### config.mk
export PLATFORM = sky130hd
export DESIGN_NAME = psum_drain_requant
export DESIGN_NICKNAME = d
export VERILOG_FILES = /design/src/rtl/pe_pkg.sv /design/src/rtl/requant_sat.sv /design/src/rtl/psum_drain_requant.sv
export SDC_FILE = /design/constraint.sdc
export NUM_CORES = 1
export LEC_CHECK = 0
export CORE_MARGIN = 2
export CORE_UTILIZATION = 52
export CTS_BUF_LIST = sky130_fd_sc_hd__clkbuf_2
export DETAILED_ROUTE_END_ITERATION = 10
export MAX_ROUTING_LAYER = met4
export PLACE_DENSITY = 0.88
export SLEW_MARGIN = 20
export SYNTH_ARGS = -nofsm -noshare
export SYNTH_HDL_FRONTEND = slang
export SYNTH_HIERARCHICAL = 1
export SYNTH_SLANG_ARGS = --single-unit
### constraint.sdc
create_clock -name clk -period 2.7 [get_ports clk]
set_clock_uncertainty 0.05 [all_clocks]
set_input_delay 0.405 -clock clk [delete_from_list [all_inputs] [get_ports clk]]
set_output_delay 0.405 -clock clk [all_outputs]
set_load 0.02 [all_outputs]
### src/rtl/pe_pkg.sv
// pe_pkg: shared constants and types for the PE column and its output path.
//   IFMAP_WIDTH/WEIGHT_WIDTH : operand widths of the MAC array
//   ACC_WIDTH/PSUM_WIDTH     : signed accumulator width (8+8+3 guard bits)
//   OUT_WIDTH                : signed output activation width
//   FRAC_SHIFT               : requant right shift (bias alignment scale 2^7)
//   psum_t, act_t            : signed psum / activation types
//   drain_state_e            : psum drain FSM states
package pe_pkg;

    localparam int IFMAP_WIDTH  = 8;
    localparam int WEIGHT_WIDTH = 8;
    localparam int ACC_WIDTH    = IFMAP_WIDTH + WEIGHT_WIDTH + 3;
    localparam int PSUM_WIDTH   = ACC_WIDTH;
    localparam int OUT_WIDTH    = 8;
    localparam int FRAC_SHIFT   = 7;

    typedef logic signed [PSUM_WIDTH-1:0] psum_t;
    typedef logic signed [OUT_WIDTH-1:0]  act_t;

    typedef enum logic {
        IDLE  = 1'b0,
        DRAIN = 1'b1
    } drain_state_e;

endpackage

### src/rtl/requant_sat.sv
// requant_sat: combinational requantizer, signed psum -> signed activation.
//   i_psum : signed psum (PSUM_W bits)
//   o_act  : psum >>> SHIFT, saturated to OUT_W signed
//   o_sat  : high when the result was clipped
// Build option: PSUM_ROUND_EN adds 2^(SHIFT-1) before the shift
// (round-half-up); otherwise the shift truncates toward -inf.
// Saturation is applied after rounding in both builds.
import pe_pkg::*;

module requant_sat #(
    parameter int PSUM_W = pe_pkg::PSUM_WIDTH,
    parameter int OUT_W  = pe_pkg::OUT_WIDTH,
    parameter int SHIFT  = pe_pkg::FRAC_SHIFT
) (
    input  logic signed [PSUM_W-1:0] i_psum,
    output logic signed [OUT_W-1:0]  o_act,
    output logic                     o_sat
);

    // One extra bit so the rounding add cannot wrap at the max psum.
    localparam int EW = PSUM_W + 1;
    localparam logic signed [EW-1:0] C_MAX = EW'((2 ** (OUT_W - 1)) - 1);
    localparam logic signed [EW-1:0] C_MIN = ~C_MAX;

    logic signed [EW-1:0] w_ext;
    logic signed [EW-1:0] w_rnd;
    logic signed [EW-1:0] w_t;

    assign w_ext = {i_psum[PSUM_W-1], i_psum};

`ifdef PSUM_ROUND_EN
    assign w_rnd = w_ext + EW'(2 ** (SHIFT - 1));
`else
    assign w_rnd = w_ext;
`endif

    assign w_t = w_rnd >>> SHIFT;

    always_comb begin
        o_act = w_t[OUT_W-1:0];
        o_sat = 1'b0;
        if (w_t > C_MAX) begin
            o_act = C_MAX[OUT_W-1:0];
            o_sat = 1'b1;
        end else if (w_t < C_MIN) begin
            o_act = C_MIN[OUT_W-1:0];
            o_sat = 1'b1;
        end
    end

endmodule

### src/rtl/psum_drain_requant.sv
// psum_drain_requant: captures NUM_PE psums in one cycle and drains them one
// per beat, requantized, over a valid/ready stream to the ofmap writer.
//   clk, nrst     : clock, asynchronous active-low reset
//   en            : synchronous enable; low clears FSM, index and buffer
//   load_i        : capture request, accepted when load_ready_o
//   psum_i        : packed psums, element k at [k*PSUM_WIDTH +: PSUM_WIDTH]
//   load_ready_o  : idle and enabled
//   out_valid_o   : beat valid (DRAIN state)
//   out_ready_i   : consumer accepts beat
//   out_data_o    : requantized value of buf[idx]
//   out_idx_o     : PE index of the current beat
//   out_last_o    : current index is NUM_PE-1
//   out_sat_o     : current beat was clipped
// Build option: PSUM_ROUND_EN selects round-half-up requant (see requant_sat).
import pe_pkg::*;

module psum_drain_requant #(
    parameter int NUM_PE     = 8,
    parameter int PSUM_WIDTH = pe_pkg::PSUM_WIDTH,
    parameter int OUT_WIDTH  = pe_pkg::OUT_WIDTH,
    parameter int FRAC_SHIFT = pe_pkg::FRAC_SHIFT,
    parameter int IDX_WIDTH  = $clog2(NUM_PE)
) (
    input  logic                         clk,
    input  logic                         nrst,
    input  logic                         en,
    input  logic                         load_i,
    input  logic [NUM_PE*PSUM_WIDTH-1:0] psum_i,
    output logic                         load_ready_o,
    output logic                         out_valid_o,
    input  logic                         out_ready_i,
    output logic [OUT_WIDTH-1:0]         out_data_o,
    output logic [IDX_WIDTH-1:0]         out_idx_o,
    output logic                         out_last_o,
    output logic                         out_sat_o
);

    localparam logic [IDX_WIDTH-1:0] C_LAST = IDX_WIDTH'(NUM_PE - 1);

    drain_state_e r_state, w_state_nxt;
    logic [IDX_WIDTH-1:0] r_idx, w_idx_nxt;
    logic [NUM_PE-1:0][PSUM_WIDTH-1:0] r_buf;
    logic w_accept;

    logic signed [PSUM_WIDTH-1:0] w_sel;
    logic signed [OUT_WIDTH-1:0]  w_act;
    logic                         w_sat;

    // Next-state logic; en low forces the synchronous clear.
    always_comb begin
        w_state_nxt = r_state;
        w_idx_nxt   = r_idx;
        w_accept    = 1'b0;
        if (!en) begin
            w_state_nxt = IDLE;
            w_idx_nxt   = '0;
        end else begin
            case (r_state)
                IDLE: begin
                    if (load_i) begin
                        w_accept    = 1'b1;
                        w_state_nxt = DRAIN;
                        w_idx_nxt   = '0;
                    end
                end
                DRAIN: begin
                    // load_i is deliberately ignored here.
                    if (out_ready_i) begin
                        if (r_idx == C_LAST) begin
                            w_state_nxt = IDLE;
                            w_idx_nxt   = '0;
                        end else begin
                            w_idx_nxt = r_idx + IDX_WIDTH'(1);
                        end
                    end
                end
                default: begin
                    w_state_nxt = IDLE;
                    w_idx_nxt   = '0;
                end
            endcase
        end
    end

    always_ff @(posedge clk or negedge nrst) begin
        if (!nrst) begin
            r_state <= IDLE;
            r_idx   <= '0;
        end else begin
            r_state <= w_state_nxt;
            r_idx   <= w_idx_nxt;
        end
    end

    // Packed layout of r_buf matches psum_i, so capture is a plain copy.
    always_ff @(posedge clk or negedge nrst) begin
        if (!nrst) begin
            r_buf <= '0;
        end else if (!en) begin
            r_buf <= '0;
        end else if (w_accept) begin
            r_buf <= psum_i;
        end
    end

    // Output datapath depends only on registers, so it holds under stall.
    assign w_sel = r_buf[r_idx];

    requant_sat #(
        .PSUM_W (PSUM_WIDTH),
        .OUT_W  (OUT_WIDTH),
        .SHIFT  (FRAC_SHIFT)
    ) u_requant (
        .i_psum (w_sel),
        .o_act  (w_act),
        .o_sat  (w_sat)
    );

    assign load_ready_o = en & (r_state == IDLE);
    assign out_valid_o  = (r_state == DRAIN);
    assign out_data_o   = w_act;
    assign out_sat_o    = w_sat;
    assign out_idx_o    = r_idx;
    assign out_last_o   = (r_idx == C_LAST);

endmodule

Yosys cells after proc, flatten, opt, wreduce, memory -nomap -nowiden

Cells that the tools add are included.

Output and inout bits: 15
Register bits: 156
Word-level logic and storage cells: 41
Input port bits: 157
Memories kept: 0
Latch bits: 0
Bits in read-only memories: 0
Bits in writable memories: 0

Shift operators: 0
Multipliers: 0
Reduce and logical (&&, ||, !) cells: 1
Divide/modulo/power cells: 0
Order comparisons: 3
Multiplexer cells: 20
Equality and inequality tests: 4
Bitwise logic cells: 2
Add/sub/neg operators: 1

Operators with widths:

| kind                | number |
|---|---|
| $mux 152            | 2 |
| $bmux 19 s3         | 1 |
| $mux 19             | 1 |
| $mux 8              | 2 |
| $gt 12x8->1 const B | 1 |
| $lt 12x8->1 const B | 1 |
| $mux 3              | 4 |
| $mux 1              | 8 |
| $ne 3x3->1 const B  | 2 |
| $pmux 3 s2          | 1 |
| $lt 3x4->1 const B  | 1 |
| $add 3x1->3 const B | 1 |
| $eq 3x3->1 const B  | 1 |
| $ne 2x1->1 const B  | 1 |
| $pmux 1 s2          | 1 |
| $reduce_and 2->1    | 1 |
| $and 1x1->1         | 1 |
| $not 1->1           | 1 |

Logic depth before layout (Yosys ltp)

Gate-level depths: netlist of run 1.

Depth after elaboration: 5
Depth in mapped cells: 7
Gate-level depth less buffers: 5

Modules after synthesis

The synthesis of run 1 kept the hierarchy.

By module, submodules not included:

| module             | cells an instance | area each (µm²) | times used | sequential area each (µm²) |
|---|---|---|---|---|
| psum_drain_requant | 432               | 6,879.1         | 1          | 3,903.7 |
| requant_sat        | 33                | 242.7           | 1          | 0.0 |

Least setup slack after synthesis of run 1

OpenSTA, ideal clock, no wires.

Path kind: reg2out
Start point: register r_idx[0], in the netlist out_idx_o[0]
End point: output port out_data_o[0]
Data arrival time: 2,368 ps
Required time: 2,245 ps
Slack: -123 ps
Stages on the path, launching flop included: 8
Path buffers: 3
Cell sequence: dfrtp_1 -> buf_6 -> buf_6 -> mux4_2 -> mux2_2 -> buf_6 -> nor2b_4 -> a221oi_1

Longest elaborated chain between the ends: 5
Elaborated cells on any way between the ends: 6
Classes of those cells: 2 x order compare; 4 x mux

Ends and longest elaborated chain:

| what                            | line                      | source |
|---|---|---|
| from (decl)                     | psum_drain_requant.sv:41  | `logic [IDX_WIDTH-1:0] r_idx, w_idx_nxt;` |
| from (signal assigned)          | psum_drain_requant.sv:91  | `r_idx <= w_idx_nxt;` |
| $bmux 19 s3 *                   | psum_drain_requant.sv:107 | `assign w_sel = r_buf[r_idx];` |
| $mux 19 (implied by the code) * | psum_drain_requant.sv:107 |  |
| via w_sel[18]                   | psum_drain_requant.sv:45  | `logic signed [PSUM_WIDTH-1:0] w_sel;` |
| $lt 12x8->1                     | requant_sat.sv:45         | `end else if (w_t < C_MIN) begin` |
| $mux 8                          | requant_sat.sv:45         |  |
| $mux 8 *                        | requant_sat.sv:42         | `if (w_t > C_MAX) begin` |
| to (decl)                       | psum_drain_requant.sv:32  | `output logic [OUT_WIDTH-1:0] out_data_o,` |

The timed path passes the listed nets; every way through them passes the cells marked *. The select of a mux whose other input is x is not followed.

Worst setup path after layout of run 1

Start point: register r_idx[0], in the netlist out_idx_o[0]
End point: output port out_data_o[3]

The elaborated chain is that of the path after synthesis.

==> results of run 1 <==
## cells in the final DEF, fill, tap and decap left out, drive strengths merged
cell	instances
o21ai	2
mux2	13
dfrtp	100
nor3	2
ha	2
clkinvlp	2
a221oi	7
nand2b	1
a21boi	1
buf	61
and4	1
a22oi	1
o21a	2
clkinv	2
nand2	1
mux4	24
inv	2
a31oi	2
and2	1
clkbuf	11
a22o	96
nand4	7
dlygate4sd2	1
clkdlybuf4s15	1
nor2	11
nor3b	2
clkdlybuf4s50	104
dlygate4sd3	1
mux2i	2
nor2b	3
## stage by stage
step | setup TNS, ps | worst slack, ps | area (um2)
6_report | -3760 | -476 | 6300
2_1_floorplan | -808 | -115 | 4790
5_1_grt | -4740 | -583 | 6300
3_5_place_dp | -2970 | -390 | 6020
3_3_place_gp | -2510 | -361 | 6020
4_1_cts | -3590 | -443 | 6240
## power by group
group          internal (uW)  total (uW)  switching (uW)
registers               1580        1640            55.6
clock network            132         625             493
logic                    407         713             306
## sequential cells by signal, summed over array words and instances (netlist names)
name / flops
r_buf: 96
out_idx_o: 3
out_valid_o: 1
## worst min path at each step
| stage | slack, ps | end | cells past startpoint | start |
|---|---|---|---|---|
| 3_5_place_dp | 420 | r_buf[150] | 1 | nrst |
| 4_1_cts | 320 | r_buf[131] | 2 | nrst |
| 3_3_place_gp | 400 | r_buf[127] | 1 | nrst |
| 6_report | 340 | r_buf[131] | 2 | nrst |
| 2_1_floorplan | 60 | out_idx_o[0] | 0 | nrst |
| 5_1_grt | 340 | r_buf[127] | 2 | psum_i[127] |
## routing by layer
layer | track usage (%) | up-vias | share of wire [%]
met2 | 42.7 | 137 | 52
met1 | 34.7 | 1788 | 42
met4 | 8.75 | 0 | 1.2
met3 | 2.99 | 13 | 4.9
met5 | - | - | 0
li1 | - | 1566 | -
## worst max-delay path, delay by kind of cell, from the launching register on
kind,cells,cell delay (ps)
AO/OA/AOI/OAI,1,70
buffers and inverters,4,600
flip-flops,1,460
multiplexers,2,830
AND/OR/NAND/NOR,1,230
## cell type report
cell class | count | area (um2)
clock inverters | 5 | 37.5
inverters | 1 | 3.75
well taps | 108 | 135
clock buffers | 11 | 55.1
multi-input cells | 181 | 1990
flip-flops and latches | 100 | 2500
repair buffers | 168 | 1580
fillers | 603 | 2500
## what timing repair did
item / CTS / global route
pin swaps: 3 / 4
endpoints found under the hold margin: 49 / 0
setup buffers: 11 / 3
endpoints found under the setup margin: 10 / 9
hold buffers: 1 / 0
cloned: 2 / 0
gates resized for setup: 71 / 12
==> results.tsv, run 1 <==
stage	metric	value	unit
cells_and_area	syn_to_final_growth	31.8	%
placed_design	dpl.hpwl	8210	um
setup_path	path_cells	buf_6 -> buf_6 -> mux4_2 -> mux2_4 -> nor3_4 -> buf_6 -> a221oi_2 -> buf_4	
floorplanning	rows	34	
timing	max_freq	315	MHz
cells_and_area	nets	620	
floorplanning	core	8810	um2
grt	grt_usage	26.1	%
status	violations	setup timing	
cells_and_area	final_util	71.6	%
clock_network	max-clock-path-buffers	2	
route	wire_per_inst	21.1	um
setup_path	critPathSlowestCell	mux4_2	
synth	synth_nets	491	
route	vias_per_cell	6.10	
grt	grt_pass1_vias	3679	
route	wl	12100	um
synth	synth_warnings	6	
hold_path	hold_class	input port to async pin	
route	drt_iter0_markers	170	
floorplanning	ioPinCount	172	
setup_path	slowest_delay	510	ps
synth	syn_avg_cell_area	14.4	um2
setup_path	reg2reg_to	out_idx_o[2]	
grt	grt_pass1_wl	19500	um
setup_path	cp-start-kind	register	
setup_path	endpoint_kind	output port	
clock_network	cts_buffers	9	
floorplanning	start_util	54.3	%
placed_design	io_buffer_count	115	
clock_network	numClockSinks	100	
power	p_per_area	472	nW/um2
power	peakVddDrop	0.267	mV
job	maxCapViolations	0	
clock_network	root_buffer	clkbuf_2	
timing	relSlewSlack	57.4	%
clock_network	clock_latency	510	ps
route	drcViolationCount	0	
placed_design	place_congestion	0.776	
setup_path	critPathKind	register to output port	
timing	setup_viol	9	
timing	setup_slack	-476	ps
setup_path	rr_worst_depth	7	
route	vias	3504	
cells_and_area	final_cells	574	
floorplanning	die_x	99.9	um
synth	synth_cells	332	
setup_path	startpoint	out_idx_o[0]	
clock_network	cts_tree	yes	
timing	period_share	118	%
setup_path	reg2reg_slack	890	ps
status	outcome	finished with violations	
setup_path	critPathMostFrequentCell	buf_6	
synth	syn_area	4780	um2
grt	antenna_found_initial	0	
cells_and_area	drive_gt1_share	26.4	%
placed_design	place_inst	542	
timing	max_slew.worst_pin.slew	640	ps
setup_path	path_max_fanout	5	
clock_network	path_clk_slew	270	ps
timing	rsz0062_at_grt	true	
floorplanning	die_y	99.9	um
grt	grt_overflow	0	
setup_path	arrival	2720	ps
grt	grt_max_degree	97	
timing	finalCriticalPeriod	3180	ps
timing	final_max_slew_viol_count	0	
floorplanning	dieArea	9980	um2
power	power.leakage	0.00286	uW
clock_network	htree_levels	3	
cells_and_area	num_antenna_cells	0	
setup_path	cp_data_required_time	2250	ps
setup_path	crit-reg2reg-launch	out_idx_o[0]	
route	ant_nets	0	
setup_path	crit_path_end	out_data_o[3]	
power	finalPower	2980	uW
timing	finalHoldViolCount	0	
timing	holdWs	344	ps
route	dr.pass1.iters	5	
No activity file was read; power rests on OpenSTA's default activity.
==> run 2, diff against run 1 <==
--- a/config.mk
+++ b/config.mk
@@ -5,6 +5,7 @@
 export SDC_FILE = /design/constraint.sdc
 export NUM_CORES = 1
 export LEC_CHECK = 0
+export CORE_ASPECT_RATIO = 0.9
 export CORE_MARGIN = 2
 export CORE_UTILIZATION = 52
 export CTS_BUF_LIST = sky130_fd_sc_hd__clkbuf_2
==> results.tsv, run 2 (synthesis gave the netlist of run 1 again) <==
stage	metric	value	unit
timing	setup_slack	-459	ps
timing	fin_setup_tns	-4040	ps
cells_and_area	syn_to_final_growth	32.3	%
setup_path	crit_family	multiplexers	
grt	grt_pass1_wl	19300	um
timing	rsz0062_at_grt	true	
floorplanning	dieArea	9980	um2
placed_design	dpl.hpwl	8170	um
timing	finalCriticalPeriod	3160	ps
route	wire_per_inst	21.5	um
grt	grt_pass1_vias	3694	
status	violations	setup timing	
cells_and_area	multi_input_area	2020	um2
clock_network	htree_levels	3	
floorplanning	die_y	95.0	um
cells_and_area	largest-register	r_buf	
setup_path	cp-start-kind	register	
cells_and_area	drive_gt1_share	24.6	%
clock_network	path_clk_slew	280	ps
cells_and_area	register_area	2500	um2
setup_path	crit-reg2reg-launch	out_idx_o[1]	
cells_and_area	largest_reg_flops	96	
status	outcome	finished with violations	
clock_network	cts_tree	yes	
timing	setup_viol	10	
timing	max_freq	317	MHz
grt	grt_max_degree	101	
job	maxCapViolations	0	
route	vias	3477	
route	dr.pass1.iters	4	
route	vias_per_cell	6.06	
route	drt_iter0_markers	257	
timing	finalHoldViolCount	0	
timing	period_share	117	%
setup_path	reg2reg_to	out_idx_o[2]	
clock_network	max-clock-path-buffers	2	
grt	grt_overflow	0	
grt	antenna_found_initial	0	
placed_design	io_buffer_count	115	
clock_network	numClockSinks	100	
placed_design	post-place-ws	-350	ps
cells_and_area	num_antenna_cells	0	
clock_network	cts_buffers	9	
timing	holdWs	292	ps
timing	final_max_slew_viol_count	0	
route	wl	12300	um
power	power.leakage	0.00282	uW
power	peakVddDrop	0.295	mV
hold_path	hold_class	input port to async pin	
timing	max_slew.worst_pin.slew	548	ps
cells_and_area	nets	606	
floorplanning	ioPinCount	172	
placed_design	place_inst	548	
setup_path	critPathMostFrequentCell	buf_6	
grt	grt_usage	26.6	%
setup_path	path_cells	buf_6 -> mux4_2 -> mux2_4 -> nor2b_4 -> buf_6 -> a221oi_4 -> buf_6	
cells_and_area	final.fill_count	604	
setup_path	critPathKind	register to output port	
setup_path	arrival	2700	ps
clock_network	clock_latency	590	ps
floorplanning	start_util	52.9	%
cells_and_area	final_cells	574	
setup_path	slowest_delay	490	ps
setup_path	cp_num_buf_inv	3	
route	drcViolationCount	0	
cells_and_area	final_common_cell	clkdlybuf4s50_1	
route	ant_nets	0	
setup_path	cp_data_required_time	2250	ps
floorplanning	rows	33	
setup_path	path_max_fanout	6	
setup_path	reg2reg_slack	800	ps
setup_path	critPathSlowestCell	dfrtp_2	
placed_design	place_congestion	0.898	
floorplanning	core	9040	um2
cells_and_area	most-common-layout-cells	clkdlybuf4s50_1 (105), dfrtp_1 (99), a22o_1 (96)	
clock_network	root_buffer	clkbuf_2	
setup_path	endpoint_kind	output port	
timing	relSlewSlack	63.5	%
setup_path	rr_worst_depth	6	
floorplanning	die_x	105	um
power	p_per_area	479	nW/um2
[run 2: timing repair]
item,in CTS,in global routing
gates cloned,1,0
hold buffers,1,0
gates resized for setup,89,11
pin swaps,2,1
endpoints found under the hold margin,100,0
setup endpoints to repair,10,11
setup buffers,8,1
[run 2: metrics by stage]
step / util (%) / instance area (um2) / total power (uW)
after floorplan: - / 4790 / 1990
after global placement: 66.3 / 5990 / 2290
after detailed placement: 66.3 / 5990 / 2310
after CTS: 69.8 / 6310 / 3020
after global routing: 70.0 / 6330 / 3160
final: 70.0 / 6330 / 3030
[run 2: worst register-to-register path: cells and delay by family (launching register included)]
| kind | cells | cell delay, ps |
|---|---|---|
| AND/OR/NAND/NOR | 1 | 70 |
| multiplexers | 1 | 170 |
| flip-flops | 1 | 700 |
| buffers and inverters | 1 | 280 |
| adder cells (fa/ha/maj) | 2 | 390 |
| AO/OA/AOI/OAI | 1 | 190 |
[run 2: layout make-up]
| class | instances | share of cell area [%] |
|---|---|---|
| Clock buffer | 10 | 0.791 |
| Sequential cell | 100 | 39.6 |
| Multi-Input combinational cell | 180 | 32.0 |
| Tap cell | 122 | 2.41 |
| Clock inverter | 6 | 0.613 |
| Inverter | 1 | 0.0593 |
| Timing Repair Buffer | 155 | 24.5 |
[run 2: power by group]
group          internal, uW  switching [uW]  leakage, uW  total, uW
sequential             1590            57.6      0.00134       1640
clock                   126             511    0.0000601        637
combinational           435             318      0.00141        753
[run 2: worst max-delay path by stage]
stage | from | endpoint | slack (ps) | depth (start not counted)
finish | out_idx_o[0] | out_data_o[3] | -460 | 7
global route | out_idx_o[0] | out_data_o[0] | -580 | 7
CTS | out_idx_o[0] | out_data_o[0] | -440 | 8
detailed placement | out_idx_o[0] | out_data_o[1] | -350 | 6
global placement | out_idx_o[0] | out_sat_o | -350 | 6
floorplan | out_idx_o[0] | out_data_o[0] | -120 | 7
[run 2: layer usage]
metal	global-route usage (%)	wire, um	up-vias	share of wire [%]
met3	5.52	581	20	4.7
met4	8.67	256	0	2.1
met5	-	0	-	0
met1	33.1	5080	1800	41
met2	44.2	6430	130	52
li1	-	-	1527	-
==> RTL change: new RTL, settings of run 1 <==
`OUT_WIDTH`: 8 -> 12.
--- a/src/rtl/pe_pkg.sv
+++ b/src/rtl/pe_pkg.sv
@@ -11,7 +11,7 @@
     localparam int WEIGHT_WIDTH = 8;
     localparam int ACC_WIDTH    = IFMAP_WIDTH + WEIGHT_WIDTH + 3;
     localparam int PSUM_WIDTH   = ACC_WIDTH;
-    localparam int OUT_WIDTH    = 8;
+    localparam int OUT_WIDTH    = 12;
     localparam int FRAC_SHIFT   = 7;
 
     typedef logic signed [PSUM_WIDTH-1:0] psum_t;
Ports: changed (resized out_data_o); port bits go from 172 to 176. No check against the original RTL was run, so the function may have changed too.
==> RTL change against run 1 <==
- power is 3.9% lower
- via count is 11% lower
- critical endpoint is now out_data_o[7]
- die area is 3.7% lower
- clock power is 13% higher
- routed wire length is 11% lower
- fmax is 19% higher
- highest routed layer unchanged
- design area is 7.4% lower
- critical path type unchanged
- synthesized cell count is 5.7% lower
- sequential share of layout area is 3.2 points higher
- synthesized area is 3.9% lower
- worst setup slack better by 0.51 ns
- sequential cell count stayed put
- global-route usage is 1.9 points lower
- core utilization is 4.0 points lower
==> RTL change: results (changes against run 1) <==
outcome finished, final reports clean; CP max FO 6 (+1); largest reg by FF count r_buf; CTS Root Buffer Type clkbuf_2; via-per-instance ratio 6.100 (about the same); post-synth net total 472 (-3.9%); maximum vdd drop 248.4 uV (-7.1%); met1 usage 32.93% (-1.8 points); HP Class input pin to register; critical path's top delay family multiplexers; initial antenna violation count 0 (unchanged); RR Endpoint out_idx_o[2]; DRT Wirelength 10810 um (-11%); GRT Total Usage 24.27% (-1.9 points); hold path cells 2; Diodes inserted 0 (unchanged); HP Start psum_i[105]; max reg flops 96 (unchanged); crit path from out_idx_o[0]; Min Hold Slack 0.3726 ns (+0.02898 ns); met3 Usage GRT 5.870% (+2.9 points); Final GP Congestion 0.8052 (+3.7%); fmax 0.3750 GHz (+19%); R2R setup slack 1.03 ns (+0.14 ns); Ys Warns 6 (unchanged); CTS max path bufs 2 (unchanged); met3 wire length 726 um (+23%); htree depth 3 (unchanged); Leakage 2.633 nW (-8.1%); # nets final 555 (-10%); CTS Buf Count 9 (unchanged); port buffer count 118 (+2.6%); Critical Path Slowest Stage Cell mux4_1; GRT met2 Usage 37.62% (-5.1 points); critical path's largest stage delay 0.57 ns (+0.06 ns); Hold Path End r_buf[105]; Metal-1 WL 4740 um (-6.0%); Setup crit end out_data_o[7]; arrival time at the worst endpoint 2.21 ns (-0.51 ns); uppermost layer routed met4; share of cells above drive strength 1 18.95% (-7.4 points); filler instances 618 (+2.5%); drt initial violations 113 (-34%); vias in the first global route 3367 (-8.5%); Worst-Skew Late Latency 0.53 ns (+0.02 ns); met2 routed WL 5217 um (-17%); first-pass GRT wire length 17690 um (-9.2%); Worst-Margin Slew 0.7621 ns (+0.1226 ns); path depth of the worst reg2reg path 6 (-1); largest net degree at the start of global routing 97 (unchanged); Post-Place Worst Slack 0.1719 ns (+0.5618 ns); Worst-path clk slew 0.28 ns; Pre-antenna DRT Iters 4 (-1); DP HPWL 7242 um (-12%)
[RTL change: metrics by stage]
stage          instances  instance area [um2]
4_1_cts              509                 5823
3_5_place_dp         489                 5704
2_1_floorplan        313                 4597
3_3_place_gp         489                 5704
5_1_grt              509                 5839
6_report             509                 5839
[RTL change: what timing repair did]
item,CTS,global route
hold buffers,1,0
endpoints found under the hold margin,60,0
setup endpoints to repair,13,13
setup buffers,4,0
resized for setup,66,19
cloned,0,1
[RTL change: power by group]
group          switching (mW)  total [mW]  internal (mW)
combinational           0.203       0.512          0.309
clock                   0.489       0.706          0.218
sequential             0.0578        1.64           1.58
total                   0.749        2.86           2.11
[RTL change: area by class of cell]
cell class                 count  area share, %
inverter                       1        0.06428
tap                          108          2.314
timing repair buffer         130          23.31
sequential                   100          42.94
clock buffer                  10         0.8571
clock inverter                 6          1.114
multi-input combinational    154          29.40
